===== config.mk =====
export PLATFORM = sky130hd
export DESIGN_NAME = uart_tx_buf
export DESIGN_NICKNAME = d
export VERILOG_FILES = /design/src/rtl/uart_pkg.sv /design/src/rtl/sync_fifo.sv /design/src/rtl/uart_tx_buf.sv
export SDC_FILE = /design/constraint.sdc
export NUM_CORES = 1
export LEC_CHECK = 0
export ABC_AREA = 1
export CORE_UTILIZATION = 55
export DETAILED_ROUTE_END_ITERATION = 10
export GPL_ROUTABILITY_DRIVEN = 0
export HOLD_SLACK_MARGIN = 0.05
export PLACE_DENSITY = 0.75
export SLEW_MARGIN = 20
export SYNTH_ARGS = -nofsm -noshare
export SYNTH_HDL_FRONTEND = slang
export SYNTH_SLANG_ARGS = --single-unit

===== constraint.sdc =====
create_clock -name CLK -period 2.3 [get_ports CLK]
set_input_delay 0.575 -clock CLK [delete_from_list [all_inputs] [get_ports CLK]]
set_output_delay 0.575 -clock CLK [all_outputs]
set_load 0.1 [all_outputs]

===== src/rtl/uart_pkg.sv =====
// Shared types and helpers for the buffered UART transmitter.
// Optional break support is compiled in with UART_TX_BREAK_EN.
`ifndef FCLK
`define FCLK 50000000
`endif

package uart_pkg;

  typedef enum logic [2:0] {
    S_IDLE,
    S_START,
    S_DATA,
    S_PAR,
    S_STOP
`ifdef UART_TX_BREAK_EN
    ,
    S_BRK,
    S_MARK
`endif
  } state_t;

  localparam int PAR_NONE = 0;
  localparam int PAR_ODD  = 1;
  localparam int PAR_EVEN = 2;

  function automatic int bit_period(input int bauds);
    return `FCLK / bauds;
  endfunction

endpackage


===== src/rtl/sync_fifo.sv =====
// Synchronous FIFO with occupancy count; writes when full and
// reads when empty are ignored.
module sync_fifo #(
  parameter int WIDTH = 8,
  parameter int DEPTH = 16,
  localparam int AW = $clog2(DEPTH)
) (
  input  logic             CLK,
  input  logic             NRST,
  input  logic             push,
  input  logic             pop,
  input  logic [WIDTH-1:0] din,
  output logic [WIDTH-1:0] dout,
  output logic             full,
  output logic             empty,
  output logic [AW:0]      level
);

  logic [WIDTH-1:0] mem [DEPTH];
  logic [AW-1:0]    wp;
  logic [AW-1:0]    rp;
  logic             wr;
  logic             rd;

  assign full  = (level == (AW+1)'(DEPTH));
  assign empty = (level == '0);
  assign wr    = push && !full;
  assign rd    = pop && !empty;
  assign dout  = mem[rp];

  always_ff @(posedge CLK) begin
    if (!NRST) begin
      wp    <= '0;
      rp    <= '0;
      level <= '0;
    end else begin
      if (wr) wp <= wp + 1'b1;
      if (rd) rp <= rp + 1'b1;
      case ({wr, rd})
        2'b10:   level <= level + 1'b1;
        2'b01:   level <= level - 1'b1;
        default: level <= level;
      endcase
    end
  end

  always_ff @(posedge CLK) begin
    if (wr) mem[wp] <= din;
  end

endmodule


===== src/rtl/uart_tx_buf.sv =====
// FIFO-buffered UART transmitter, frames sent back-to-back.
// Define UART_TX_BREAK_EN to add the BRK line-break input.
module uart_tx_buf
  import uart_pkg::*;
#(
  parameter int BAUDS  = 115200,
  parameter int W      = 8,
  parameter int WSTOP  = 1,
  parameter int PARITY = 0,
  parameter int DEPTH  = 16,
  localparam int LW = $clog2(DEPTH) + 1
) (
  input  logic          CLK,
  input  logic          NRST,
  input  logic [W-1:0]  IN,
  input  logic          OE,
  output logic          RDY,
  output logic [LW-1:0] LEVEL,
  output logic          BUSY,
`ifdef UART_TX_BREAK_EN
  input  logic          BRK,
`endif
  output logic          TX
);

  localparam int NT = bit_period(BAUDS);
  localparam int TW = $clog2(NT);
  localparam int BW = 4;

  state_t         st_q, st_d;
  logic [TW-1:0]  tk_q, tk_d;
  logic [BW-1:0]  bc_q, bc_d;
  logic [W-1:0]   sh_q, sh_d;
  logic           par_q, par_d;
  logic           tx_d;
  logic           pop;
  logic           last;
  logic           nxt;
  logic           full;
  logic           empty;
  logic [W-1:0]   dout;

  sync_fifo #(
    .WIDTH (W),
    .DEPTH (DEPTH)
  ) u_fifo (
    .CLK   (CLK),
    .NRST  (NRST),
    .push  (OE),
    .pop   (pop),
    .din   (IN),
    .dout  (dout),
    .full  (full),
    .empty (empty),
    .level (LEVEL)
  );

  assign RDY  = !full;
  assign BUSY = (st_q != S_IDLE) || !empty;
  assign last = (tk_q == TW'(NT - 1));

  always_comb begin
    st_d  = st_q;
    tk_d  = tk_q;
    bc_d  = bc_q;
    sh_d  = sh_q;
    par_d = par_q;
    pop   = 1'b0;
    tx_d  = 1'b1;
    nxt   = 1'b0;
    if (st_q != S_IDLE) tk_d = last ? '0 : tk_q + 1'b1;
    unique case (st_q)
      S_IDLE: nxt = 1'b1;
      S_START: begin
        tx_d = 1'b0;
        if (last) st_d = S_DATA;
      end
      S_DATA: begin
        tx_d = sh_q[0];
        if (last) begin
          sh_d = sh_q >> 1;
          if (bc_q == BW'(W - 1)) begin
            bc_d = '0;
            st_d = (PARITY != PAR_NONE) ? S_PAR : S_STOP;
          end else begin
            bc_d = bc_q + 1'b1;
          end
        end
      end
      S_PAR: begin
        tx_d = par_q;
        if (last) st_d = S_STOP;
      end
      S_STOP: begin
        if (last) begin
          if (bc_q == BW'(WSTOP - 1)) begin
            bc_d = '0;
            nxt  = 1'b1;
          end else begin
            bc_d = bc_q + 1'b1;
          end
        end
      end
`ifdef UART_TX_BREAK_EN
      S_BRK: begin
        tx_d = 1'b0;
        tk_d = '0;
        if (!BRK) st_d = S_MARK;
      end
      S_MARK: begin
        if (last) nxt = 1'b1;
      end
`endif
      default: st_d = S_IDLE;
    endcase
    // End of a frame (or idle): pick break, next word, or idle
    if (nxt) begin
`ifdef UART_TX_BREAK_EN
      if (BRK) begin
        st_d = S_BRK;
        tk_d = '0;
      end else
`endif
      if (!empty) begin
        pop   = 1'b1;
        st_d  = S_START;
        tk_d  = '0;
        bc_d  = '0;
        sh_d  = dout;
        par_d = (^dout) ^ (PARITY == PAR_ODD);
      end else begin
        st_d = S_IDLE;
        tk_d = '0;
      end
    end
  end

  always_ff @(posedge CLK) begin
    if (!NRST) begin
      st_q  <= S_IDLE;
      tk_q  <= '0;
      bc_q  <= '0;
      sh_q  <= '0;
      par_q <= 1'b0;
      TX    <= 1'b1;
    end else begin
      st_q  <= st_d;
      tk_q  <= tk_d;
      bc_q  <= bc_d;
      sh_q  <= sh_d;
      par_q <= par_d;
      TX    <= tx_d;
    end
  end

endmodule


==> results of run 1 <==
## layout make-up
type                            count  area, um^2
Clock buffer                       21         440
Clock inverter                     11        96.3
Fill cell                         965        4400
Inverter                          104         393
Multi-Input combinational cell    521        2590
Sequential cell                   171        4730
Tap cell                          176         220
Timing Repair Buffer               69         634
## registers in the layout, summed over array words and instances, names as in the netlist, named ones only
| register | cells |
|---|---|
| par_q | 1 |
| u_fifo.mem | 128 |
| u_fifo.wp | 4 |
| TX | 1 |
| tk_q | 9 |
| bc_q | 4 |
| st_q | 3 |
| u_fifo.rp | 4 |
| sh_q | 8 |
| u_fifo.level | 5 |
## layer usage
metal  wire length, um  global-route usage  share of wire  vias to the layer above
met5                 0                   0              0                        -
met1              7270               0.327           0.41                     2736
met4               609               0.155          0.035                        0
met2              8490               0.403           0.48                      244
met3              1190              0.0538          0.068                       55
li1                  -                   -              -                     2811
## power groups by stage
stage	combinational [W]	sequential, W	clock (W)
2_1_floorplan	0.00256	0.00405	0
3_3_place_gp	0.00363	0.00381	0
3_5_place_dp	0.00374	0.00383	0
4_1_cts	0.00382	0.00377	0.00264
5_1_grt	0.00436	0.00380	0.00276
6_report	0.00399	0.00378	0.00261
## through the flow
step | setup slack [ns] | power (W) | hold WS [ns]
3_3_place_gp | 0.0234 | 0.00744 | 0.455
4_1_cts | 0.00877 | 0.0102 | 0.457
2_1_floorplan | -0.899 | 0.00660 | 0.427
6_report | 0.131 | 0.0104 | 0.458
3_5_place_dp | -0.0441 | 0.00757 | 0.456
5_1_grt | -0.0428 | 0.0109 | 0.479
## cells by family (layout without fill, tap and decap cells)
family,Yosys count,count (layout),synth area share
and+or+nand+nor,434,434,0.236
AOI/OAI and AO/OA,60,60,0.0446
muxes,7,7,0.0102
adders and majority gates,11,11,0.0178
buffers and inverters,132,205,0.0737
xor gates and xnor gates,9,9,0.0102
DFF,171,171,0.608
## how the worst max path moves through the flow
stage / from / endpoint / slack (ns) / depth (start not counted)
after floorplan: u_fifo.level[4] / u_fifo.level[4] / -0.90 / 13
final: register / par_q / 0.13 / 15
after global routing: st_q[1] / u_fifo.level[3] / -0.04 / 19
after global placement: OE / u_fifo.level[4] / 0.02 / 12
after detailed placement: bc_q[0] / u_fifo.level[4] / -0.04 / 18
after CTS: bc_q[1] / u_fifo.level[4] / 0.009 / 18
## worst reg2reg max path: cells and delay by family (launching register included)
family                 cells  cell delay (ns)
flip-flops                 1             0.34
AND/OR/NAND/NOR           13             1.24
buffers and inverters      2             0.49
## placed cells by master, fill, tap and decap left out, types with 10 or more instances in the layout
cell type,count
dfxtp_1,32
nor2_2,24
a21oi_1,20
edfxtp_1,128
clkbuf_16,17
nand3_1,80
nand2_1,253
clkdlybuf4s50_1,10
inv_1,92
inv_2,10
o21ai_0,23
buf_4,51
nor2_1,39
## timing repair
action,4_1_cts,5_1_grt
setup endpoints to repair,1,3
gates cloned,0,0
setup buffers,1,8
pin swaps,2,12
gates resized for setup,4,16
==> impl_results.md, run 1 <==
* Status: finished, final reports clean
* Clk Latency, worst-skew pair at roughly 0.43 ns
* Yosys warns at 0
* CP endpoint kind: register
* CTS H-tree lvls at 4
* First-pass GRT wire length at between 20000 and 30000 um
* Internal power at around 0.0064 W
* Antenna cells at 0
* Power Density at 1140 nW/um^2
* Worst hold endpoint: tk_q[0]
* Setup TNS at 0 ns
* Maximum vdd drop at between 0.001 and 0.0015 V
* Post-Syn Nets at ~850
* Mapped Cells at roughly 820
* Combinational share of power at 0.384
* Worst EP arrival at 2.49 ns
* Average routed wire per standard cell at roughly 16 um
* Net Switching at 0.00397 W
* WS Path Type: register to register
* Worst Path Required at ~2.6 ns
* Final Critical Period at roughly 2.2 ns
* Syn-to-layout area delta at 17.6%
* Routed WL at 17600 um
* Die area at 14600 um^2
* Vias in the first global route at 5559
* Clock slew at reported path FFs at about 0.06 ns
* Routed vias at 5846
* PortBufs at 18
* Delay of the slowest critical-path stage at about 0.34 ns
* Overflow after GRT at 0
* Most frequent cell after synthesis: nand2_1
* # hold bufs at CTS at 0
* Rel. slew slack at 0.649
* Reg2reg setup slack at ~0.13 ns
* Core ar. at 13500 um^2
* Clock power share at 0.252
* Switching Share at 0.383
* Origin of the worst min-delay path: tk_q[0]
* R2R Path End: par_q
* Final #Nets at 906
* Register area share after synthesis at 0.608
* Vias per std cell at 5.45
* Avg Synthesized Cell Area at around 9.4 um^2
* Crit-path leading delay family: simple AND/OR/NAND/NOR gates
* Io pins at 19
* Final Hold Fails at 0
* Layout cells sized above 1 at 0.183
* Fin. max-slew vios at 0
* Register bit total from synthesis at approximately 170
* FFs w/ async S/R, synth at 0
* Synth area leaders: edfxtp_1 (50%), nand2_1 (13%), dfxtp_1 (11%)
* Worst Setup Start Kind: register
* Initial antenna violation count at 0
* Share of the synthesized area in the top cell type at 0.496
* CTS Sinks at 171
* Buf+Inv Stages, Crit Path at 2
* Cell Chain, Critical Path: inv_2 -> buf_12 -> nand2_1 -> nand2_1 -> nand2_1 -> nand3_1 -> nand3_1 -> nand2_1 -> nand2_1 -> nand2_1 -> nand2_1 -> nand2_1 -> nand2_1 -> nand3_1 -> nand2_1
* Cts bufs inserted at 17
* Maximum clock rate at roughly 0.46 GHz
* Cell mode on critical path: nand2_1
* Vert. Die Dim at 121 um
* Worst Tran Pin Value at about 0.53 ns
* Clock root buffer: clkbuf_16
* CP Max Fanout at 31
* Rows at 42
* DP Wirelength at 11600 um
* Number of synthesized flops with an enable pin at 128
* Die X-Extent at 121 um
* Area leader, netlist: edfxtp_1
* Gr usage total at 0.256
* DRC at 0
* Post-Syn Area at approximately 7700 um^2
* Reg2Reg Depth at 15
* Final setup viols at 0
* Crit path max-delay cell type: dfxtp_2
* CTS tree: yes
* Initial core utilization at 0.573
* Largest net degree at the start of global routing at 46
* Final core utilization at 0.674
* Hold crit path type: register to register
* Clock buffer depth at 2
* Post-synth cell types at 37
* First-pass iteration count of the detailed router at 5
* WHS Path Cells at 1
* Clock Skew at 0.00869 ns
* Final period util at 0.943
* Sequential share of power at 0.364
* Number of routed nets with antenna violations at 0
* Max-cap violations at 0
* Placed cell count at 1032
* Post-synth top flop: edfxtp_1
* Fin cells at 1073
* Leakage at 3.80 nW
* Initial DRC Count at 439
* Final Instance Area at 9110 um^2
* DP Area at 8450 um^2
* Commonest cells post-synth: nand2_1 (259), edfxtp_1 (128), inv_1 (95)
(Power assumes the default switching activity.)
==> inputs of run 2 (changes only) <==
GPL_TIMING_DRIVEN = 0   (was default)
PLACE_DENSITY = 0.8   (was 0.75)
==> run 2 against run 1 <==
  * Worst setup slack worse by 0.071 ns
  * Register-to-register slack about the same
  * Hold slack worse by 0.014 ns
  * Sequential power about the same
  * Via count up 0.94%
  * Count of clock-buffer cells in the layout down 4
  * Global-route usage up 1.4 points
  * Sequential share of layout area up 0.92 points
  * Clock power up 7.7%
  * Critical path type is now register to output pin
==> impl_results.md, run 2 (same netlist as run 1, synthesis figures left out) <==
* Leakage at 3.71 nW (was 3.80 nW)
* Rel. slew slack at 0.361 (was 0.649)
* Net Switching at 0.00411 W (was 0.00397 W)
* Crit path max-delay cell type: dlygate4sd2_1 (was dfxtp_2)
* Io pins at 19 (unchanged)
* Average routed wire per standard cell at 17.3 um (was 16.4 um)
* Core ar. at 13500 um^2 (unchanged)
* DP Area at 8250 um^2 (was 8450 um^2)
* First-pass iteration count of the detailed router at 7 (was 5)
* Worst Tran Pin Value at 0.962 ns (was 0.527 ns)
* Gr usage total at 0.271 (was 0.256)
* Worst Path Required at 1.73 ns (was 2.63 ns)
* Final core utilization at 0.662 (was 0.674)
* Clock power share at 0.264 (was 0.252)
* Die area at 14600 um^2 (unchanged)
* Most common cell after layout, fill and taps aside: nand2_1 (unchanged)
* PortBufs at 18 (unchanged)
* Cell Chain, Critical Path: dlygate4sd2_1 (was inv_2 -> buf_12 -> nand2_1 -> nand2_1 -> nand2_1 -> nand3_1 -> nand3_1 -> nand2_1 -> nand2_1 -> nand2_1 -> nand2_1 -> nand2_1 -> nand2_1 -> nand3_1 -> nand2_1)
* DRC at 0 (unchanged)
* Clock Skew at 0.00687 ns (was 0.00869 ns)
* Vert. Die Dim at 121 um (unchanged)
* Initial antenna violation count at 0 (unchanged)
* Final Critical Period at 2.24 ns (was 2.17 ns)
* Top Layer Used: met4 (unchanged)
* Combinational share of power at 0.383 (was 0.384)
* Placed cell count at 1018 (was 1032)
* Internal power at 0.00653 W (was 0.00640 W)
* Switching Share at 0.386 (was 0.383)
* Metal3 WL at 1940 um (was 1190 um)
* Routed WL at 18400 um (was 17600 um)
* Clock buffer depth at 2 (unchanged)
* Antenna cells at 0 (unchanged)
* WS Path Type: register to output pin (was register to register)
* Max-cap violations at 0 (unchanged)
* Clk Latency, worst-skew pair at 0.43 ns (about the same)
* Rows at 42 (unchanged)
* RSZ-0062 raised after global routing: true
* Number of routed nets with antenna violations at 0 (unchanged)
* Final #Nets at 895 (was 906)
* Final Instance Area at 8940 um^2 (was 9110 um^2)
* Hold crit path type: register to register (unchanged)
* Largest register FFs at 128 (unchanged)
* Fin cells at 1062 (was 1073)
* Crit-path leading delay family: buffers and inverters (was simple AND/OR/NAND/NOR gates)
* Worst Setup Start Kind: register (unchanged)
* Final setup viols at 0 (unchanged)
* Fin. max-slew vios at 0 (unchanged)
* Routed vias at 5901 (was 5846)
* Layout cells sized above 1 at 0.156 (was 0.183)
* Setup TNS at 0 ns (unchanged)
* Met1 WL at 7460 um (was 7270 um)
* CTS H-tree lvls at 4 (unchanged)
* Die X-Extent at 121 um (unchanged)
* CP Max Fanout at 5 (was 31)
* Final Hold Fails at 0 (unchanged)
* Vias in the first global route at 5541 (was 5559)
* Sequential share of power at 0.353 (was 0.364)
* CTS Sinks at 171 (unchanged)
* Overflow after GRT at 0 (unchanged)
* Buf+Inv Stages, Crit Path at 1 (was 2)
* Most frequent cells in the layout: nand2_1 (253), edfxtp_1 (128), inv_1 (95) (was nand2_1 (253), edfxtp_1 (128), inv_1 (92))
* Final total power at 0.0106 W (was 0.0104 W)
* First-pass GRT wire length at 28900 um (was 27700 um)
* Status: finished, final reports clean (unchanged)
* Clock root buffer: clkbuf_16 (unchanged)
* Power Density at 1190 nW/um^2 (was 1140 nW/um^2)
* Top Registers: u_fifo.mem x128, tk_q x9, sh_q x8 (unchanged)
* DR WL met2 at 8260 um (was 8490 um)
* DP Wirelength at 12200 um (was 11600 um)
* CTS tree: yes (unchanged)
* Initial core utilization at 0.573 (unchanged)
* Worst EP arrival at 1.67 ns (was 2.49 ns)
* Largest net degree at the start of global routing at 17 (was 46)
* Most flops, register: u_fifo.mem (unchanged)
* Vias per std cell at 5.56 (was 5.45)
* Initial DRC Count at 642 (was 439)
* Clock slew at reported path FFs at 0.06 ns (about the same)
* Maximum clock rate at 0.446 GHz (was 0.461 GHz)
* Maximum vdd drop at 0.000789 V (was 0.00104 V)
* Final period util at 0.974 (was 0.943)
* Cts bufs inserted at 17 (unchanged)
* CP endpoint kind: output pin (was register)
* Filler instances at 1003 (was 965)
* Delay of the slowest critical-path stage at 0.86 ns (was 0.34 ns)
* Syn-to-layout area delta at 15.5% (was 17.6%)
-- run 2: cell types whose count changed in the layout (fill, tap and decap cells not counted), moves of 4 or more --
cell / before / now
buf_4: 51 / 16
buf_2: 0 / 15
buf_12: 7 / 0
dlygate4sd2_1: 0 / 6
buf_6: 1 / 6
dfxtp_2: 6 / 1
dfxtp_1: 32 / 36
-- run 2: worst paths after layout --
kind                    from               to  slack (ns)  cells after the start
max          u_fifo.level[1]         LEVEL[1]        0.06                      1
min                  tk_q[0]          tk_q[0]        0.44                      1
max reg2reg          tk_q[0]  u_fifo.level[4]        0.12                     17
min reg2reg          tk_q[0]          tk_q[0]        0.44                      1
-- run 2: area by class of cell --
type / instances / area (um^2) / share of cell area
Timing Repair Buffer: 31 / 267 / 0.0298
Sequential cell: 171 / 4730 / 0.529
Multi-Input combinational cell: 521 / 2580 / 0.289
Clock inverter: 15 / 148 / 0.0165
Clock buffer: 17 / 425 / 0.0476
Inverter: 104 / 395 / 0.0442
Tap cell: 176 / 220 / 0.0246
Buffer: 27 / 179 / 0.0200
-- run 2: power groups by stage --
stage	sequential (W)	combinational, W	clock (W)
after global placement	0.00380	0.00369	0
after CTS	0.00375	0.00386	0.00280
after detailed placement	0.00381	0.00374	0
after floorplan	0.00405	0.00256	0
after global routing	0.00378	0.00451	0.00293
final	0.00375	0.00408	0.00281
-- run 2: per-stage QoR --
stage / setup slack, ns / hold WS, ns
after floorplan: -0.899 / 0.427
after global placement: -0.238 / 0.454
after detailed placement: -0.287 / 0.446
after CTS: 0.00387 / 0.452
after global routing: -0.0690 / 0.462
final: 0.0600 / 0.444
-- run 2: repair_timing --
action,in CTS,in global routing
pin swaps,4,5
gates cloned,0,0
resized for setup,22,6
setup endpoints to repair,12,6
setup buffers,3,10
hold buffers,0,0
-- run 2: metal layers --
| metal | GRT usage | vias up |
|---|---|---|
| met3 | 0.0566 | 64 |
| li1 | - | 2800 |
| met2 | 0.409 | 326 |
| met4 | 0.138 | 0 |
| met1 | 0.371 | 2711 |
| met5 | 0 | - |
